$ cat src/rtl/alu_arbiter_if.sv
// Request/response and ALU-side bundle for the two-port ALU arbiter.
// The slave view belongs to the arbiter; the master view to clients plus ALU.
interface alu_arbiter_if #(
    parameter int WIDTH = 32,
    parameter int OPW   = 3
);
    logic             req0_valid;
    logic             req1_valid;
    logic             req0_ready;
    logic             req1_ready;
    logic [WIDTH-1:0] req0_a;
    logic [WIDTH-1:0] req1_a;
    logic [WIDTH-1:0] req0_b;
    logic [WIDTH-1:0] req1_b;
    logic [OPW-1:0]   req0_op;
    logic [OPW-1:0]   req1_op;
    logic             rsp0_valid;
    logic             rsp1_valid;
    logic [WIDTH-1:0] rsp0_res;
    logic [WIDTH-1:0] rsp1_res;
    logic             rsp0_zero;
    logic             rsp1_zero;
    logic             rsp0_ovf;
    logic             rsp1_ovf;
    logic [WIDTH-1:0] alu_a;
    logic [WIDTH-1:0] alu_b;
    logic [OPW-1:0]   alu_op;
    logic [WIDTH-1:0] alu_res;
    logic             alu_zero;
    logic             alu_ovf;

    modport slave (
        input  req0_valid, req1_valid,
        input  req0_a, req1_a, req0_b, req1_b,
        input  req0_op, req1_op,
        output req0_ready, req1_ready,
        output rsp0_valid, rsp1_valid,
        output rsp0_res, rsp1_res,
        output rsp0_zero, rsp1_zero,
        output rsp0_ovf, rsp1_ovf,
        output alu_a, alu_b, alu_op,
        input  alu_res, alu_zero, alu_ovf
    );

    modport master (
        output req0_valid, req1_valid,
        output req0_a, req1_a, req0_b, req1_b,
        output req0_op, req1_op,
        input  req0_ready, req1_ready,
        input  rsp0_valid, rsp1_valid,
        input  rsp0_res, rsp1_res,
        input  rsp0_zero, rsp1_zero,
        input  rsp0_ovf, rsp1_ovf,
        input  alu_a, alu_b, alu_op,
        output alu_res, alu_zero, alu_ovf
    );
endinterface

$ cat src/rtl/alu_arbiter.sv
// Round-robin sharing of one combinational ALU between two requesters.
// Each grant runs IDLE -> EXEC -> RESP, so one operation per three cycles.
module alu_arbiter #(
    parameter int WIDTH = 32,
    parameter int OPW   = 3,
    parameter int CNT_W = 16
) (
    input  logic             clk,
    input  logic             rst_n,
    alu_arbiter_if.slave     bus,
    output logic             busy,
    output logic [CNT_W-1:0] done_cnt
);
    typedef enum logic [1:0] {
        IDLE = 2'd0,
        EXEC = 2'd1,
        RESP = 2'd2
    } state_t;

    state_t           r_state;
    state_t           w_next;
    logic             r_prio;
    logic             r_owner;
    logic [WIDTH-1:0] r_a;
    logic [WIDTH-1:0] r_b;
    logic [OPW-1:0]   r_op;
    logic [WIDTH-1:0] r_res;
    logic             r_zero;
    logic             r_ovf;
    logic [CNT_W-1:0] r_cnt;
    logic             w_idle;
    logic             w_gnt0;
    logic             w_gnt1;
    logic             w_hs;

    // Grants are mutually exclusive: a tie goes to the port named by r_prio.
    assign w_idle = (r_state == IDLE);
    assign w_gnt0 = w_idle & bus.req0_valid & (~r_prio | ~bus.req1_valid);
    assign w_gnt1 = w_idle & bus.req1_valid & (r_prio | ~bus.req0_valid);
    assign w_hs   = w_gnt0 | w_gnt1;

    always_comb begin
        w_next = r_state;
        unique case (r_state)
            IDLE:    if (w_hs) w_next = EXEC;
            EXEC:    w_next = RESP;
            RESP:    w_next = IDLE;
            default: w_next = IDLE;
        endcase
    end

    always_ff @(posedge clk or negedge rst_n) begin
        if (!rst_n) r_state <= IDLE;
        else        r_state <= w_next;
    end

    always_ff @(posedge clk or negedge rst_n) begin
        if (!rst_n) begin
            r_prio  <= 1'b0;
            r_owner <= 1'b0;
            r_a     <= '0;
            r_b     <= '0;
            r_op    <= '0;
        end else if (w_hs) begin
            r_a     <= w_gnt1 ? bus.req1_a  : bus.req0_a;
            r_b     <= w_gnt1 ? bus.req1_b  : bus.req0_b;
            r_op    <= w_gnt1 ? bus.req1_op : bus.req0_op;
            r_owner <= w_gnt1;
            r_prio  <= w_gnt0;
        end
    end

    always_ff @(posedge clk or negedge rst_n) begin
        if (!rst_n) begin
            r_res  <= '0;
            r_zero <= 1'b0;
            r_ovf  <= 1'b0;
            r_cnt  <= '0;
        end else begin
            if (r_state == EXEC) begin
                r_res  <= bus.alu_res;
                r_zero <= bus.alu_zero;
                r_ovf  <= bus.alu_ovf;
            end
            if (r_state == RESP) r_cnt <= r_cnt + CNT_W'(1);
        end
    end

    assign bus.req0_ready = w_gnt0;
    assign bus.req1_ready = w_gnt1;
    assign bus.alu_a      = r_a;
    assign bus.alu_b      = r_b;
    assign bus.alu_op     = r_op;
    assign bus.rsp0_valid = (r_state == RESP) & ~r_owner;
    assign bus.rsp1_valid = (r_state == RESP) & r_owner;
    assign bus.rsp0_res   = r_res;
    assign bus.rsp1_res   = r_res;
    assign bus.rsp0_zero  = r_zero;
    assign bus.rsp1_zero  = r_zero;
    assign bus.rsp0_ovf   = r_ovf;
    assign bus.rsp1_ovf   = r_ovf;
    assign busy           = ~w_idle;
    assign done_cnt       = r_cnt;
endmodule

$ cat src/flat_wrapper.sv
// flat-port wrapper written by rule: the top's interface ports become plain ports
module alu_arbiter_flat 
#(
    parameter int WIDTH = 32,
    parameter int OPW   = 3,
    parameter int CNT_W = 16
)
  (clk, rst_n, busy, done_cnt, bus_req0_valid, bus_req1_valid, bus_req0_a, bus_req1_a, bus_req0_b, bus_req1_b, bus_req0_op, bus_req1_op, bus_req0_ready, bus_req1_ready, bus_rsp0_valid, bus_rsp1_valid, bus_rsp0_res, bus_rsp1_res, bus_rsp0_zero, bus_rsp1_zero, bus_rsp0_ovf, bus_rsp1_ovf, bus_alu_a, bus_alu_b, bus_alu_op, bus_alu_res, bus_alu_zero, bus_alu_ovf);
  alu_arbiter_if #(.WIDTH(WIDTH), .OPW(OPW)) bus_i ();
  input  logic clk;
  input  logic rst_n;
  output logic busy;
  output logic [CNT_W-1:0] done_cnt;
  input wire logic [$bits(bus_i.req0_valid)-1:0] bus_req0_valid;
  input wire logic [$bits(bus_i.req1_valid)-1:0] bus_req1_valid;
  input wire logic [$bits(bus_i.req0_a)-1:0] bus_req0_a;
  input wire logic [$bits(bus_i.req1_a)-1:0] bus_req1_a;
  input wire logic [$bits(bus_i.req0_b)-1:0] bus_req0_b;
  input wire logic [$bits(bus_i.req1_b)-1:0] bus_req1_b;
  input wire logic [$bits(bus_i.req0_op)-1:0] bus_req0_op;
  input wire logic [$bits(bus_i.req1_op)-1:0] bus_req1_op;
  output wire logic [$bits(bus_i.req0_ready)-1:0] bus_req0_ready;
  output wire logic [$bits(bus_i.req1_ready)-1:0] bus_req1_ready;
  output wire logic [$bits(bus_i.rsp0_valid)-1:0] bus_rsp0_valid;
  output wire logic [$bits(bus_i.rsp1_valid)-1:0] bus_rsp1_valid;
  output wire logic [$bits(bus_i.rsp0_res)-1:0] bus_rsp0_res;
  output wire logic [$bits(bus_i.rsp1_res)-1:0] bus_rsp1_res;
  output wire logic [$bits(bus_i.rsp0_zero)-1:0] bus_rsp0_zero;
  output wire logic [$bits(bus_i.rsp1_zero)-1:0] bus_rsp1_zero;
  output wire logic [$bits(bus_i.rsp0_ovf)-1:0] bus_rsp0_ovf;
  output wire logic [$bits(bus_i.rsp1_ovf)-1:0] bus_rsp1_ovf;
  output wire logic [$bits(bus_i.alu_a)-1:0] bus_alu_a;
  output wire logic [$bits(bus_i.alu_b)-1:0] bus_alu_b;
  output wire logic [$bits(bus_i.alu_op)-1:0] bus_alu_op;
  input wire logic [$bits(bus_i.alu_res)-1:0] bus_alu_res;
  input wire logic [$bits(bus_i.alu_zero)-1:0] bus_alu_zero;
  input wire logic [$bits(bus_i.alu_ovf)-1:0] bus_alu_ovf;
  assign bus_i.req0_valid = bus_req0_valid;
  assign bus_i.req1_valid = bus_req1_valid;
  assign bus_i.req0_a = bus_req0_a;
  assign bus_i.req1_a = bus_req1_a;
  assign bus_i.req0_b = bus_req0_b;
  assign bus_i.req1_b = bus_req1_b;
  assign bus_i.req0_op = bus_req0_op;
  assign bus_i.req1_op = bus_req1_op;
  assign bus_req0_ready = bus_i.req0_ready;
  assign bus_req1_ready = bus_i.req1_ready;
  assign bus_rsp0_valid = bus_i.rsp0_valid;
  assign bus_rsp1_valid = bus_i.rsp1_valid;
  assign bus_rsp0_res = bus_i.rsp0_res;
  assign bus_rsp1_res = bus_i.rsp1_res;
  assign bus_rsp0_zero = bus_i.rsp0_zero;
  assign bus_rsp1_zero = bus_i.rsp1_zero;
  assign bus_rsp0_ovf = bus_i.rsp0_ovf;
  assign bus_rsp1_ovf = bus_i.rsp1_ovf;
  assign bus_alu_a = bus_i.alu_a;
  assign bus_alu_b = bus_i.alu_b;
  assign bus_alu_op = bus_i.alu_op;
  assign bus_i.alu_res = bus_alu_res;
  assign bus_i.alu_zero = bus_alu_zero;
  assign bus_i.alu_ovf = bus_alu_ovf;
  alu_arbiter #(.WIDTH(WIDTH), .OPW(OPW), .CNT_W(CNT_W)) u_core (.clk(clk), .rst_n(rst_n), .bus(bus_i), .busy(busy), .done_cnt(done_cnt));
endmodule
$ cat config.mk
export PLATFORM = sky130hd
export DESIGN_NAME = alu_arbiter_flat
export DESIGN_NICKNAME = d
export VERILOG_FILES = /design/src/rtl/alu_arbiter_if.sv /design/src/rtl/alu_arbiter.sv /design/src/flat_wrapper.sv
export SDC_FILE = /design/constraint.sdc
export NUM_CORES = 1
export LEC_CHECK = 0
export BUFFER_PORTS_ARGS = -buffer_cell sky130_fd_sc_hd__buf_2
export CORE_ASPECT_RATIO = 0.7
export CORE_MARGIN = 5
export CORE_UTILIZATION = 44
export CTS_CLUSTER_SIZE = 24
export DETAILED_ROUTE_END_ITERATION = 8
export PLACE_DENSITY = 0.88
export SETUP_SLACK_MARGIN = 0.3
export SYNTH_ARGS = -nofsm -noshare
export SYNTH_HDL_FRONTEND = slang
export SYNTH_SLANG_ARGS = --single-unit
$ cat constraint.sdc
create_clock -name clk -period 2 [get_ports clk]
set_clock_uncertainty 0.2 [all_clocks]
set_input_delay 0.2 -clock clk [delete_from_list [all_inputs] [get_ports clk]]
set_output_delay 0.2 -clock clk [all_outputs]
set_load 0.03 [all_outputs]
==> flow_metrics.tcl, run 1 <==
set metrics [dict create \
    die_w_um 143 \
    hold_path.class "input pin to register" \
    grt_first_pass_wirelength_mm 38.4 \
    cp_max_fo 4 \
    via_per_inst 5.91 \
    fin_area_um2 10600 \
    fin_crit_sh 0.948 \
    clock_latency_ps 410 \
    antenna_left 0 \
    tns_ps 0 \
    grt_max_degree 59 \
    ys_ff_latch 121 \
    cts_sinks 121 \
    final.min_clock_period_ps 1900 \
    critPathCaptureType "output port" \
    dieArea_um2 14700 \
    grt_setup_unrepaired "true" \
    numCtsBuffers 17 \
    grtUsageMet1 0.348 \
    p_leak_uw 0.00502 \
    holdWs_ps 52.4 \
    clk_pin_slew_worst_paths_ps 60 \
    syn_area_um2 5420 \
    cts_tree "done" \
    hpwl_mm 12.8 \
    overflow 0 \
    cp_top_family "flip-flops" \
    synthesis.instances 545 \
    rrSetupSlack_ps 110 \
    syn_area_per_cell_um2 9.95 \
    critPathMaxStageDelay_ps 430 \
    wl_mm 30.6 \
    fillers 457 \
    clock_path_buffers 2 \
    slowest_stage "dfrtp_2" \
    outcome "complete, no violations" \
    crit_buf_inv 2 \
    critical_path_arrival_ps 1500 \
    critPathRequiredTime_ps 1600 \
    grt_use_met3 0.102 \
    num_io_pins 328 \
    grt.busiest_layer "met2" \
    drt-initial-drc-count 647 \
    io_buffers 327 \
    cts_root_buf "clkbuf_16" \
    placed_area_um2 6980 \
    ir_drop_mv 1.06 \
    final_net_count 1221 \
    coreArea_um2 11900 \
    synth.distinct_cells 29 \
    vias 7212 \
    grt_pass1_vias 7246 \
    critical_path_class "register to output port" \
    drive_gt1_frac 0.498 \
    worst_pin_slew_ps 637 \
    cts-htree-levels 4 \
    cp-start-kind "register" \
    drc 0 \
    antenna_found_initial 2 \
    first_pass_iters 6 \
    grt_usage 0.342 \
    area_delta_synth_final_pct 95.4 \
    hold_viol_final 0 \
    fmax_mhz 528 \
    met2_usage 0.623 \
    yosysSeqAreaShare 0.559 \
    final-setup-viol-count 0 \
    worstPathCellList "nor2_4 > buf_4 > nand2_2 > a21oi_2 > buf_6" \
    die_y_um 103 \
    gp_congestion 0.871 \
    maxSlewHeadroom 0.574 \
    maxSlewViolCount 0 \
    yosysWarnings 0 \
    start_util 0.456 \
    wl_per_cell_um 25.1 \
    rows 33 \
    p_per_area_nw_per_um2 1790 \
    max-cap-violations 0 \
    syn_nets 718 \
]
[registers in the layout, indices dropped and copies added, names as in the netlist]
register	cells
u_core.bus.alu_b	32
u_core.bus.rsp0_ovf	1
u_core.bus.rsp0_zero	1
u_core.bus.rsp0_res	32
u_core.bus.alu_op	3
u_core.bus.alu_a	32
u_core.r_prio	1
u_core.r_state	2
u_core.r_owner	1
u_core.done_cnt	16
[cells by family after synthesis]
family          Yosys count  share of synthesized area
xor+xnor                 15                     0.0242
mux                      35                     0.0727
buf+inv                  70                     0.0840
simple gates            233                      0.178
compound gates           70                     0.0803
fa+ha+maj                 1                    0.00231
flops                   121                      0.559
[final cells by class]
cell class / count / area (um^2) / area share
Clock inverter: 14 / 134 / 0.0126
Clock buffer: 18 / 439 / 0.0415
Tap cell: 157 / 196 / 0.0185
Multi-Input combinational cell: 354 / 2450 / 0.232
Timing Repair Buffer: 550 / 4310 / 0.407
Inverter: 4 / 20.0 / 0.00189
Sequential cell: 121 / 3030 / 0.286
Antenna cell: 3 / 7.51 / 0.000709
[power by group]
| part | switching (uW) | internal [uW] |
|---|---|---|
| Sequential | 1150 | 3610 |
| Combinational | 6980 | 4220 |
| Clock | 1240 | 1770 |
| Total | 9370 | 9610 |
[what timing repair did]
action	CTS	global route
setup buffers	14	7
cloned	9	10
endpoints found under the setup margin	36	84
hold buffers	172	0
pin swaps	3	15
gates resized for setup	41	115
endpoints found under the hold margin	223	0
[layout by cell type, fill, tap and decap left out, types with 12 or more instances in the layout]
cell           synthesis  final
clkbuf_16              0     27
mux2_2                35     35
dfrtp_1              121    116
buf_6                  3     13
buf_4                 39     12
nor2_2                 0     12
nor2_1                70     25
nor2_4                 2     35
nand2_1              138    137
buf_2                 19    321
a31oi_1               68     53
dlygate4sd3_1          0    172
[final timing paths]
check                                          startpoint                                to  cells past startpoint
max                         u_core.r_state[1]$_DFFE_PN0P_                    bus_req0_ready                      5
min                                        bus_req0_valid        u_core.r_owner$_DFFE_PN0P_                      5
max reg2reg                 u_core.r_state[1]$_DFFE_PN0P_  u_core.bus.alu_b[20]$_DFFE_PN0P_                      9
min reg2reg                u_core.done_cnt[7]$_DFFE_PN0N_    u_core.done_cnt[7]$_DFFE_PN0N_                      1
max in group asynchronous                           rst_n   u_core.bus.alu_a[3]$_DFFE_PN0P_                      3
min in group asynchronous                           rst_n  u_core.bus.alu_op[1]$_DFFE_PN0P_                      3
[worst register-to-register path, stage by stage (launching register included)]
cell     delay (ps)
dfrtp_2         430
nor2_4          140
buf_6           120
inv_4            40
nor2_4          150
buf_8           170
buf_6           130
buf_12          140
nor2_1           70
a31oi_1         210
[synth_stat cells, drive strengths merged]
cell type / count / area (um^2)
xor2: 4 / 35.0
nor2b: 2 / 12.5
and3: 3 / 18.8
inv: 4 / 15.0
mux2: 35 / 394
nand3b: 1 / 7.51
nand4b: 1 / 8.76
clkbuf: 4 / 15.0
nand4: 2 / 12.5
and2: 1 / 6.26
buf: 62 / 425
xnor2: 11 / 96.3
nand4bb: 1 / 11.3
nor4: 1 / 21.3
dfrtp: 121 / 3030
ha: 1 / 12.5
a21oi: 2 / 10.0
nor3: 1 / 5.00
nand2b: 2 / 12.5
a31oi: 68 / 425
nand2: 138 / 518
nand3: 8 / 45.0
nor2: 72 / 285
[per-stage QoR]
stage / worst slack, ps / total power, uW / cells / utilization
2_1_floorplan: 285 / 10200 / 545 / -
3_3_place_gp: 340 / 11900 / 974 / 0.587
3_5_place_dp: 207 / 12100 / 974 / 0.587
4_1_cts: 202 / 16600 / 1201 / 0.822
5_1_grt: 48.8 / 19600 / 1219 / 0.890
6_report: 104 / 19000 / 1221 / 0.891
[metal layers]
| metal | share of wire | up-vias |
|---|---|---|
| li1 | - | 2820 |
| met1 | 0.30 | 3280 |
| met2 | 0.48 | 806 |
| met3 | 0.13 | 304 |
| met4 | 0.091 | 2 |
| met5 | 0.00042 | - |
Note: power is estimated with default switching activity, not from simulation.
==> run 2: changes to the inputs <==
--- a/config.mk
+++ b/config.mk
@@ -11,6 +11,8 @@
 export CORE_UTILIZATION = 44
 export CTS_CLUSTER_SIZE = 24
 export DETAILED_ROUTE_END_ITERATION = 8
+export GPL_ROUTABILITY_DRIVEN = 0
+export GPL_TIMING_DRIVEN = 0
 export PLACE_DENSITY = 0.88
 export SETUP_SLACK_MARGIN = 0.3
 export SYNTH_ARGS = -nofsm -noshare
==> run 2 against run 1 <==
The run now fails in 5_1_grt. Synthesized cell count is the same. Synthesized area is the same.
==> flow_metrics.tcl, run 2 <==
set metrics [dict create \
    outcome "aborted with a tool error" \
    stop_stage "5_1_grt" \
    error "[ERROR GRT-0232] Routing congestion too high. Check the congestion heatmap in the GUI." \
    die_y_um 103 \
    synth.distinct_cells 29 \
    synth_edf_count 0 \
    cts_root_buf "clkbuf_16" \
    die_w_um 143 \
    yosysSeqAreaShare 0.559 \
    placed_area_um2 7300 \
    yosysMostFrequentCell "nand2_1" \
    worst_endpoint "bus_req1_ready" \
    grt_usage 0.691 \
    cts-htree-levels 4 \
    io_buffers 327 \
    synthesis.instances 545 \
    ys_top_cells_by_count "nand2_1, dfrtp_1, nor2_1, a31oi_1, buf_4" \
    syn_nets 718 \
    antenna_found_initial 4 \
    cts_sinks 121 \
    synth_area_leaders "dfrtp_1, nand2_1, a31oi_1" \
    yosysTopAreaCell "dfrtp_1" \
    ys_ff_latch 121 \
    grt_max_degree 72 \
    overflow 40 \
    start_util 0.456 \
    syn_area_um2 5420 \
    num_io_pins 328 \
    post-place-cells 1030 \
    yosysWarnings 0 \
    synth_top_area_share 0.559 \
    numCtsBuffers 17 \
    rows 33 \
    async_flop_share 1.00 \
    syn_area_per_cell_um2 9.95 \
    worstEpCategory "output port" \
    clock_path_buffers 2 \
    hpwl_mm 14.2 \
    ys.flop_type "dfrtp_1" \
]
-- run 2: cell counts after synthesis --
Identical to the previous run, type by type.
-- run 2: what timing repair did --
action                                  in CTS
cloned                                      12
setup buffers                               28
endpoints found under the setup margin      84
resized for setup                          100
hold buffers                               170
pin swaps                                    4
endpoints found under the hold margin      224
-- run 2: layer usage --
metal / overflow / GRT usage
met5: 0 / 0.0263
met4: 18 / 0.732
met3: 0 / 0.519
met2: 22 / 0.911
met1: 0 / 0.663
-- run 2: per-stage QoR --
stage | utilization | setup WS, ps | TNS (ps)
after global placement | 0.611 | -1160 | -114120
after floorplan | - | 285 | 0
after CTS | 0.884 | 145 | 0
after detailed placement | 0.614 | 86.1 | 0
-- run 2: logic make-up after synthesis --
| kind of cell | synth area share |
|---|---|
| muxes | 0.0727 |
| adders and majority gates | 0.00231 |
| xor gates and xnor gates | 0.0242 |
| DFF | 0.559 |
| and+or+nand+nor | 0.178 |
| buffers and inverters | 0.0840 |
| AOI/OAI and AO/OA | 0.0803 |
==> run 3: changes to the inputs <==
--- a/config.mk
+++ b/config.mk
@@ -6,15 +6,12 @@
 export NUM_CORES = 1
 export LEC_CHECK = 0
 export BUFFER_PORTS_ARGS = -buffer_cell sky130_fd_sc_hd__buf_2
-export CORE_ASPECT_RATIO = 0.7
 export CORE_MARGIN = 5
-export CORE_UTILIZATION = 44
-export CTS_CLUSTER_SIZE = 24
+export CORE_UTILIZATION = 40
 export DETAILED_ROUTE_END_ITERATION = 8
 export GPL_ROUTABILITY_DRIVEN = 0
 export GPL_TIMING_DRIVEN = 0
-export PLACE_DENSITY = 0.88
-export SETUP_SLACK_MARGIN = 0.3
+export PLACE_DENSITY_LB_ADDON = 0.15
 export SYNTH_ARGS = -nofsm -noshare
 export SYNTH_HDL_FRONTEND = slang
 export SYNTH_SLANG_ARGS = --single-unit
==> run 3 against run 2 <==
The flow now finishes without violations.
==> flow_metrics.tcl, run 3 (synthesis gave the netlist of run 1 again) <==
set metrics [dict create \
    outcome "complete, no violations" \
    maxSlewHeadroom 0.585 \
    dp_slack_ps 37.8 \
    maxSlewViolCount 0 \
    post-route-util 0.727 \
    reg2reg_from "u_core.r_prio$_DFFE_PN0P_" \
    overflow 0 \
    critical_path_class "register to register" \
    cts_sinks 121 \
    p_leak_uw 0.00479 \
    placed_area_um2 7310 \
    holdWs_ps 92.6 \
    wl_mm 21.7 \
    dr_wl_met2_mm 10.8 \
    critical_path_arrival_ps 2060 \
    final-setup-viol-count 0 \
    die_y_um 126 \
    clock_path_buffers 2 \
    critPathLaunch "u_core.r_prio$_DFFE_PN0P_" \
    final.setup.worst_slack_ps 61.5 \
    drc 0 \
    worst_pin_slew_ps 622 \
    seqCellArea_um2 3030 \
    rows 42 \
    fillers 924 \
    grt_pass1_vias 6602 \
    ff2ff_path_depth 7 \
    drt-initial-drc-count 345 \
    cp_max_fo 10 \
    hpwl_mm 13.3 \
    hold_viol_final 0 \
    hold_path.class "input pin to async pin" \
    numCtsBuffers 17 \
    critPathRequiredTime_ps 2120 \
    antenna_found_initial 2 \
    worst_r2r_endpoint "u_core.bus.alu_b[25]$_DFFE_PN0P_" \
    routed.top_layer "met4" \
    start_util 0.409 \
    final_net_count 1239 \
    cp-start-kind "register" \
    cts-htree-levels 4 \
    dieArea_um2 16000 \
    p_per_area_nw_per_um2 1650 \
    max-cap-violations 0 \
    ir_drop_mv 0.891 \
    clk_pin_slew_worst_paths_ps 50 \
    fmax_mhz 516 \
    area_delta_synth_final_pct 77.5 \
    grt_usage 0.266 \
    met3RoutedLength_mm 2.16 \
    wl_met1_mm 7.77 \
    rrSetupSlack_ps 60 \
    cts_tree "done" \
    final_cell_mix "buf_2, dlygate4sd3_1, nand2_1" \
    cts_root_buf "clkbuf_16" \
    num_io_pins 328 \
    die_w_um 126 \
    multi_input_area_um2 1950 \
    first_pass_iters 5 \
    wl_per_cell_um 17.2 \
    antenna_left 0 \
    grt_first_pass_wirelength_mm 33.8 \
    fin_area_um2 9630 \
    fin_crit_sh 0.969 \
    critPathCaptureType "register" \
    via_per_inst 5.00 \
    vias 6284 \
    coreArea_um2 13200 \
    final_common_cell "buf_2" \
    final.min_clock_period_ps 1940 \
    io_buffers 327 \
    drive_gt1_frac 0.427 \
    grt_max_degree 76 \
    clock_latency_ps 410 \
]
run 3: per-stage QoR:
step / TNS [ps] / std cells / total power [uW]
2_1_floorplan: 0 / 545 / 10100
3_3_place_gp: -117410 / 1048 / 12600
3_5_place_dp: 0 / 1049 / 12700
4_1_cts: 0 / 1253 / 15800
5_1_grt: -48.7 / 1256 / 16800
6_report: 0 / 1258 / 15900
run 3: cell type report:
class,instances,share of cell area
repair buffers,503,0.356
flip-flops and latches,121,0.315
multi-input cells,354,0.203
clock buffers,28,0.0516
plain buffers,65,0.0468
well taps,176,0.0229
inverters,4,0.00208
clock inverters,3,0.00156
diodes,4,0.00104
run 3: worst max-delay path: stages, from the launching register on:
cell and delay, ps:
dfrtp_1 430, nand2b_1 200, nand3_4 130, buf_4 130, buf_4 180, buf_2 260, nand2_1 110, a31oi_1 210
run 3: how the worst max path moves through the flow:
stage                                        to  slack, ps  cells after the start
4_1_cts                          bus_req1_ready          3                      5
3_5_place_dp   u_core.bus.alu_b[12]$_DFFE_PN0P_         40                      6
6_report       u_core.bus.alu_b[25]$_DFFE_PN0P_         60                      7
3_3_place_gp   u_core.bus.alu_b[29]$_DFFE_PN0P_       -980                      1
5_1_grt                          bus_req0_ready        -20                      5
2_1_floorplan   u_core.done_cnt[10]$_DFFE_PN0N_        210                      5
run 3: what timing repair did:
item,in CTS,in global routing
resized for setup,10,12
buffers inserted,1,2
hold buffers,172,0
gates cloned,0,0
hold endpoints to repair,224,0
setup endpoints to repair,3,54
pin swaps,1,3
run 3: power by group:
group	internal (uW)	switching (uW)
logic	3140	5740
registers	3610	761
clock network	1670	1000
total	8410	7500
run 3: metal layers:
metal  GRT usage  vias to the layer above
li1            -                     2839
met1       0.295                     2940
met2       0.447                      422
met3      0.0963                       83
met4       0.141                        0
met5           0                        -
